[config.mk]
export PLATFORM = sky130hd
export DESIGN_NAME = dab_pattern_decoder
export DESIGN_NICKNAME = d
export VERILOG_FILES = /design/src/rtl/dab_pattern_decoder.sv
export SDC_FILE = /design/constraint.sdc
export NUM_CORES = 1
export LEC_CHECK = 0
export CAP_MARGIN = 20
export CORE_UTILIZATION = 40
export DETAILED_ROUTE_END_ITERATION = 8
export PLACE_DENSITY = 0.58
export SLEW_MARGIN = 20
export SYNTH_ARGS = -nofsm -noshare
export SYNTH_HDL_FRONTEND = slang
export SYNTH_SLANG_ARGS = --single-unit
[constraint.sdc]
create_clock -name clk -period 5.25 [get_ports clk]
set_input_delay 1.05 -clock clk [delete_from_list [all_inputs] [get_ports clk]]
set_output_delay 1.05 -clock clk [all_outputs]
set_load 0.02 [all_outputs]
[src/rtl/dab_pattern_decoder.sv]
// dab_pattern_decoder: recovers switching period, pulse widths and signed phase shift
// from the three-level DAB bridge patterns V1/V2. It also flags loss of switching activity.
module dab_pattern_decoder #(
    parameter int CNT_W   = 19,
    parameter int TIMEOUT = 250000
) (
    input  logic                    clk,
    input  logic                    rst_n,
    input  logic                    en,
    input  logic signed [1:0]       v1_in,
    input  logic signed [1:0]       v2_in,
    output logic [CNT_W-1:0]        period_cnt,
    output logic [CNT_W-1:0]        tau1_cnt,
    output logic [CNT_W-1:0]        tau2_cnt,
    output logic signed [CNT_W-1:0] phi_cnt,
    output logic                    meas_valid,
    output logic                    locked,
    output logic                    asym_err,
    output logic                    timeout_err
);
    // 2'b10 matches neither level code, so it naturally counts as 0.
    localparam logic [1:0]       LVL_POS = 2'b01;
    localparam logic [1:0]       LVL_NEG = 2'b11;
    localparam logic [CNT_W-1:0] TMO     = CNT_W'(TIMEOUT);
    localparam logic [CNT_W-1:0] ONE     = CNT_W'(1);

    typedef enum logic [1:0] {IDLE, ARM, MEAS} state_t;
    state_t state, state_nxt;

    logic [1:0]       v1_q, v1_d, v2_q, v2_d;
    logic [CNT_W-1:0] per_ctr, pos1, neg1, pos2, d;
    logic             v2_seen;
    logic             v1_pos, v1_neg, v2_pos, v1_fall, v2_fall;
    logic             tmo, restart, publish;
    logic [CNT_W-1:0] phi_val;
    logic             asym_val;

    function automatic logic [CNT_W-1:0] sat_inc(input logic [CNT_W-1:0] c);
        return (c >= TMO) ? TMO : c + ONE;
    endfunction

    assign v1_pos  = (v1_q == LVL_POS);
    assign v1_neg  = (v1_q == LVL_NEG);
    assign v2_pos  = (v2_q == LVL_POS);
    assign v1_fall = (v1_d == LVL_POS) && !v1_pos;
    assign v2_fall = (v2_d == LVL_POS) && !v2_pos;

    always_ff @(posedge clk or negedge rst_n) begin
        if (!rst_n) state <= IDLE;
        else        state <= state_nxt;
    end

    // per_ctr doubles as the ARM dwell counter, so one compare covers both timeouts.
    always_comb begin
        state_nxt = state;
        tmo       = 1'b0;
        restart   = 1'b0;
        publish   = 1'b0;
        if (!en) begin
            state_nxt = IDLE;
        end else begin
            case (state)
                IDLE: state_nxt = ARM;
                ARM: begin
                    if (per_ctr >= TMO) begin
                        tmo = 1'b1;
                    end else if (v1_fall) begin
                        restart   = 1'b1;
                        state_nxt = MEAS;
                    end
                end
                MEAS: begin
                    if (per_ctr >= TMO) begin
                        tmo       = 1'b1;
                        state_nxt = ARM;
                    end else if (v1_fall) begin
                        restart = 1'b1;
                        publish = 1'b1;
                    end
                end
                default: state_nxt = IDLE;
            endcase
        end
    end

    // Phase folded into [-period/2, period/2).
    always_comb begin
        phi_val = '0;
        if (v2_seen) phi_val = (d < (per_ctr >> 1)) ? d : d - per_ctr;
        asym_val = (pos1 > neg1 + ONE) || (neg1 > pos1 + ONE);
    end

    always_ff @(posedge clk or negedge rst_n) begin
        if (!rst_n) begin
            v1_q        <= '0;
            v1_d        <= '0;
            v2_q        <= '0;
            v2_d        <= '0;
            per_ctr     <= '0;
            pos1        <= '0;
            neg1        <= '0;
            pos2        <= '0;
            d           <= '0;
            v2_seen     <= 1'b0;
            period_cnt  <= '0;
            tau1_cnt    <= '0;
            tau2_cnt    <= '0;
            phi_cnt     <= '0;
            meas_valid  <= 1'b0;
            locked      <= 1'b0;
            asym_err    <= 1'b0;
            timeout_err <= 1'b0;
        end else begin
            v1_q        <= v1_in;
            v1_d        <= v1_q;
            v2_q        <= v2_in;
            v2_d        <= v2_q;
            meas_valid  <= publish;
            timeout_err <= tmo;
            if (!en || state == IDLE) begin
                per_ctr <= '0;
                pos1    <= '0;
                neg1    <= '0;
                pos2    <= '0;
                d       <= '0;
                v2_seen <= 1'b0;
            end else if (tmo) begin
                per_ctr <= '0;
            end else if (restart) begin
                // The fall cycle is the first cycle of the new window.
                per_ctr <= ONE;
                pos1    <= v1_pos ? ONE : '0;
                neg1    <= v1_neg ? ONE : '0;
                pos2    <= v2_pos ? ONE : '0;
                d       <= '0;
                v2_seen <= v2_fall;
            end else begin
                per_ctr <= sat_inc(per_ctr);
                if (v1_pos) pos1 <= sat_inc(pos1);
                if (v1_neg) neg1 <= sat_inc(neg1);
                if (v2_pos) pos2 <= sat_inc(pos2);
                if (v2_fall && !v2_seen) begin
                    d       <= per_ctr;
                    v2_seen <= 1'b1;
                end
            end
            if (publish) begin
                period_cnt <= per_ctr;
                tau1_cnt   <= pos1;
                tau2_cnt   <= pos2;
                phi_cnt    <= $signed(phi_val);
                asym_err   <= asym_val;
                locked     <= 1'b1;
            end else if (tmo || !en) begin
                locked <= 1'b0;
            end
        end
    end
endmodule

=== Yosys cells after proc, flatten, opt, wreduce, memory -nomap -nowiden ===
Cells that the tools add are included.
W data, S select, Z words.

* Flip-flop bits (word level): 186
* Output and inout port bits: 80
* Logic and storage cells: 112

* Eq/ne operators: 11
* Add/sub/neg operators: 5
* Magnitude comparators: 7
* Mux-type cells: 48
* Reduce and logical (&&, ||, !) cells: 22

{| class="wikitable"
|+ Operator list
! cell !! number
|-
| $mux W19 || 25
|-
| $add A19 B1 Y19 const B || 4
|-
| $ge A19 B18 Y1 const B || 4
|-
| $gt A19 B19 Y1 || 2
|-
| $lt A19 B18 Y1 || 1
|-
| $sub A19 B19 Y19 || 1
|-
| $mux W1 || 18
|-
| $reduce_bool A3 Y1 || 4
|-
| $eq A2 B1 Y1 const B || 5
|-
| $ne A3 B3 Y1 const B || 3
|-
| $mux W2 || 4
|-
| $reduce_and A2 Y1 || 4
|-
| $pmux W2 S3 || 1
|-
| $eq A2 B2 Y1 const B || 2
|-
| $logic_not A1 Y1 || 4
|-
| $logic_and A1 B1 Y1 || 3
|-
| $logic_or A1 B1 Y1 || 3
|-
| $reduce_and A3 Y1 || 1
|-
| $logic_not A2 Y1 || 1
|-
| $ne A2 B1 Y1 const B || 1
|-
| $reduce_bool A2 Y1 || 1
|-
| $reduce_or A2 Y1 || 1
|}

=== Depth between registers and ports, before layout ===
* Depth after elaboration: 10
* Gate-level depth with buffers: 16
* Mapped depth without buffers: 15

=== Worst setup path after synthesis ===
Ideal clock, no wire load.

* Kind: flip-flop to flip-flop
* Start point: reg neg1[1]
* End point: reg asym_err
* Buffers on the path: 1
* Setup time: 0.125 ns
* Arrival time: 3.003 ns
* Cell stages (with the launch flop): 17
* Data required time: 5.125 ns
* Setup slack: 2.122 ns
* Clock period less this slack: 3.128 ns
* Path through: dfrtp_1 ha_1 and3_1 and3_1 buf_2 nand3_2 nor2_4 and3_1 xnor2_1 ha_1 a21o_1 a21o_1 a21oi_1 o211ai_1 o21ai_0 o21ai_0 mux2_2

* Longest elaborated chain between the ends: 3

{| class="wikitable"
|+ Ends and longest elaborated chain
! element !! line !! text
|-
| start, declared || 31 || <nowiki>logic [CNT_W-1:0] per_ctr, pos1, neg1, pos2, d;</nowiki>
|-
| start signal, assigned || 133 || <nowiki>neg1 <= v1_neg ? ONE : '0;</nowiki>
|-
| start signal, assigned || 140 || <nowiki>if (v1_neg) neg1 <= sat_inc(neg1);</nowiki>
|-
| $add A19 B1 Y19 || 90 || <nowiki>asym_val = (pos1 > neg1 + ONE) || (neg1 > pos1 + ONE);</nowiki>
|-
| $gt A19 B19 Y1 || 90 ||
|-
| $logic_or A1 B1 Y1 (*) || 90 ||
|-
| end signal, assigned || 152 || <nowiki>asym_err <= asym_val;</nowiki>
|-
| end, declared || 18 || <nowiki>output logic asym_err,</nowiki>
|}

Mark *: on every way between the ends. The rest lies on a longest branch, timed or not.
A chain may end at the register's enable or synchronous reset.

=== Worst setup path after layout ===
* Start point: reg pos1[1]
* End point: reg asym_err

* Longest elaborated chain between the ends: 3

{| class="wikitable"
|+ Ends and longest elaborated chain
! element !! line !! text
|-
| start, declared || 31 ||
|-
| start signal, assigned || 132 || <nowiki>pos1 <= v1_pos ? ONE : '0;</nowiki>
|-
| start signal, assigned || 139 || <nowiki>if (v1_pos) pos1 <= sat_inc(pos1);</nowiki>
|-
| $add A19 B1 Y19 || 90 ||
|-
| $gt A19 B19 Y1 || 90 ||
|-
| $logic_or A1 B1 Y1 (*) || 90 ||
|}

Marks and branches as above.

==> metrics <==
status finished clean; Num CTS Buffers 17; vias in the first global route 8564; Setup CP Type reg2reg; post-synthesis mux area share 0.00556; Seq pwr share 0.462; xor/xnor share of the synthesized area 0.0461; Simple-Gate Fraction of Synth Area 0.193; dpl ws 1.60 ns; CTS tree yes; Int Power 0.00224 W; RSZ-0062 raised after global routing no; relative slew slack 0.251; final instance area 12700 um2; setup TNS 0 ns; dpl cells 1577; Crit-path slowest cell dfrtp_1; initial antenna violation count 0; DRC violations left 0; ANT cells 0; min setup slack post-route 1.64 ns; Hold WC Path Type reg2reg; power per cell area 250 nW/um2; # hold bufs at CTS 0; number of distinct library cells after synthesis 75; Mapped Area 11000 um2; area grow syn2layout 15.4%; buffers added on ports 86; Core Area 27000 um2; crit share post-route 0.688; FILL cells 2573; die area 28200 um2; layout cells sized above 1 0.0591; Final Hold Viols 0; most common cell after layout, fill and taps aside nand2_1; Vias 8809; Clock Root Buffer clkbuf_16; Switching Fraction 0.294; clock network power share 0.410; Synth Area in Compound Gates 0.195; Final #Nets 1348; time the worst path needs with I/O delays and setup 3.61 ns; final std cells w/o fill 1610; WP data arrival 3.93 ns; # IOs 87; Leakage Power 5.95 nW; gr ovfl total 0; final antenna-violating net count 0; DRT Wirelength 26900 um; Cell Chain, Critical Path ha_1 > inv_1 > nor3_4 > and2_4 > and3_1 > nand3_4 > xnor2_1 > ha_1 > a21o_1 > a21o_1 > a21oi_1 > o211ai_1 > o21ba_2 > o21ai_0 > mux2_2; row count 60; Worst VDD drop 0.000158 V; Max Fclk 277 MHz; clock sinks 186; Yosys top cell by area dfrtp_1; Primary FF master, synth dfrtp_1; Chip Width 168 um; largest family of logic cells by synthesized area compound AO/OA/AOI/OAI gates; H-tree depth 4; worst-case clock buffer depth 2; initial core utilization 0.408; syn nets 1289; Final Wtd Congestion 0.868; Placed Area 12100 um2; Synth async-reset ratio 1.00; flops & latches, synth 186; Syn Area/Cell 9.21 um2; maxcap violations 0; sequential area share after synthesis 0.422; adder-cell share of the synthesized area 0.0971; Starting DRT DRC Count 502; Sw Pwr 0.000934 W; Fin Clk Skew 0.0154 ns; Synth warnings 0; Combinational Power Share 0.128; number of detailed-route iterations in the first pass 5; cts repair resizes 0; Total GRT Usage 0.196; HPWL Detailed 19200 um; largest net degree at the start of global routing 104; Reg clk slew, reported paths 0.08 ns; Final Slew Violations 0; Clock Latency Late Sink 0.44 ns; CP Max Fanout 6; most frequent cells in the layout 210 x nand2_1, 186 x dfrtp_1, 96 x o21ai_0; Die H 168 um; global-route wire length before repair 44600 um; crit path capture type register; Slew @ Worst Pin 1.12 ns; endpoints failing setup 0; post-synth top area share 0.422; wire length per cell 16.7 um; Crit path required time 5.57 ns; Core Util, Final 0.471; Synth area leaders dfrtp_1 42%, ha_1 9.5%, nand2_1 7.1%; Worst Setup Start Kind register; Post-CTS Setup Inserts 0; Post-synth EDFFs 0; Syn Inst Count 1197; Via density 5.47; Max stage delay on crit path 0.41 ns
[path summary, 6_finish.rpt]
check	from	slack (ns)	depth (start not counted)	to
max in group asynchronous	rst_n	3.61	2	tau1_cnt[11]
min in group asynchronous	rst_n	0.65	1	period_cnt[18]
setup / recovery	pos1[1]	1.64	15	asym_err
hold / removal	v2_q[0]	0.37	0	v2_d[0]
setup reg to reg	pos1[1]	1.64	15	asym_err
hold reg to reg	v2_q[0]	0.37	0	v2_d[0]
[through the flow]
stage	total power, W	hold WS (ns)
after CTS	0.00321	0.374
after detailed placement	0.00190	0.356
after global routing	0.00332	0.391
after global placement	0.00190	0.356
final	0.00318	0.371
after floorplan	0.00178	0.347
[logic make-up (layout without fill, tap and decap cells)]
group	count (synthesis)	after routing
other	1	1
and+or+nand+nor	432	432
muxes	6	6
adders and majority gates	85	85
buffers and inverters	100	172
AOI/OAI and AO/OA	329	329
DFF	186	186
xor gates and xnor gates	58	58
[cell usage after synthesis, types with 3 or more instances]
master and n:
and4_1 3, o31a_1 4, buf_6 4, a21o_1 32, and3_1 23, xnor2_1 37
nor2b_1 14, or3_4 3, o21a_1 14, o31ai_1 37, nor3_1 15, mux2i_1 5
or3_1 8, o21bai_1 4, nand2_1 210, dfrtp_1 186, nand4_1 23, o22a_1 12
and2_1 16, buf_2 26, a211oi_1 12, o21ai_0 97, o211ai_1 3, or2_2 3
nor4_1 4, nand2b_1 6, ha_1 84, xor2_1 21, nor3b_1 5, inv_1 45
a31oi_1 15, nor2_1 46, a32o_1 4, a22o_1 5, clkbuf_1 20, nand3_1 36
a21oi_1 65
[power groups by stage]
| stage | registers (W) | logic [W] | clock network (W) |
|---|---|---|---|
| 5_1_grt | 0.00147 | 0.000455 | 0.00139 |
| 3_5_place_dp | 0.00150 | 0.000407 | 0 |
| 2_1_floorplan | 0.00150 | 0.000280 | 0 |
| 4_1_cts | 0.00147 | 0.000409 | 0.00134 |
| 3_3_place_gp | 0.00150 | 0.000405 | 0 |
| 6_report | 0.00147 | 0.000407 | 0.00130 |
[flip-flops by register name, summed over array words and instances, names as in the netlist, 2 cells and up]
name        flops
v1_q            2
phi_cnt        19
tau2_cnt       19
v2_q            2
period_cnt     19
pos2           19
d              19
v1_d            2
tau1_cnt       19
per_ctr        19
state           2
neg1           19
v2_d            2
pos1           19
[layer usage]
layer / GRT usage / part of all wire / up-vias / routed length (um)
met5: 0 / 0 / - / 0
met4: 0.0451 / 0.0087 / 0 / 233
met3: 0.0280 / 0.031 / 21 / 822
met2: 0.319 / 0.46 / 157 / 12300
met1: 0.277 / 0.50 / 4245 / 13600
li1: - / - / 4386 / -
[cell type report]
class	count	area [um2]	area share
inverter	47	176	0.0139
clock buffer	18	439	0.0345
clock inverter	14	150	0.0118
tap	341	427	0.0335
sequential	186	4650	0.366
timing repair buffer	93	950	0.0746
multi-input combinational	911	5930	0.466
[worst max-delay path, delay by kind of cell (launching register included)]
family / cells / cell delay, ns
AO/OA/AOI/OAI: 6 / 1.03
XOR/XNOR: 1 / 0.18
adder cells (fa/ha/maj): 2 / 0.59
buffers and inverters: 1 / 0.13
flip-flops: 1 / 0.41
multiplexers: 1 / 0.27
AND/OR/NAND/NOR: 4 / 0.89
(Power assumes the default switching activity.)
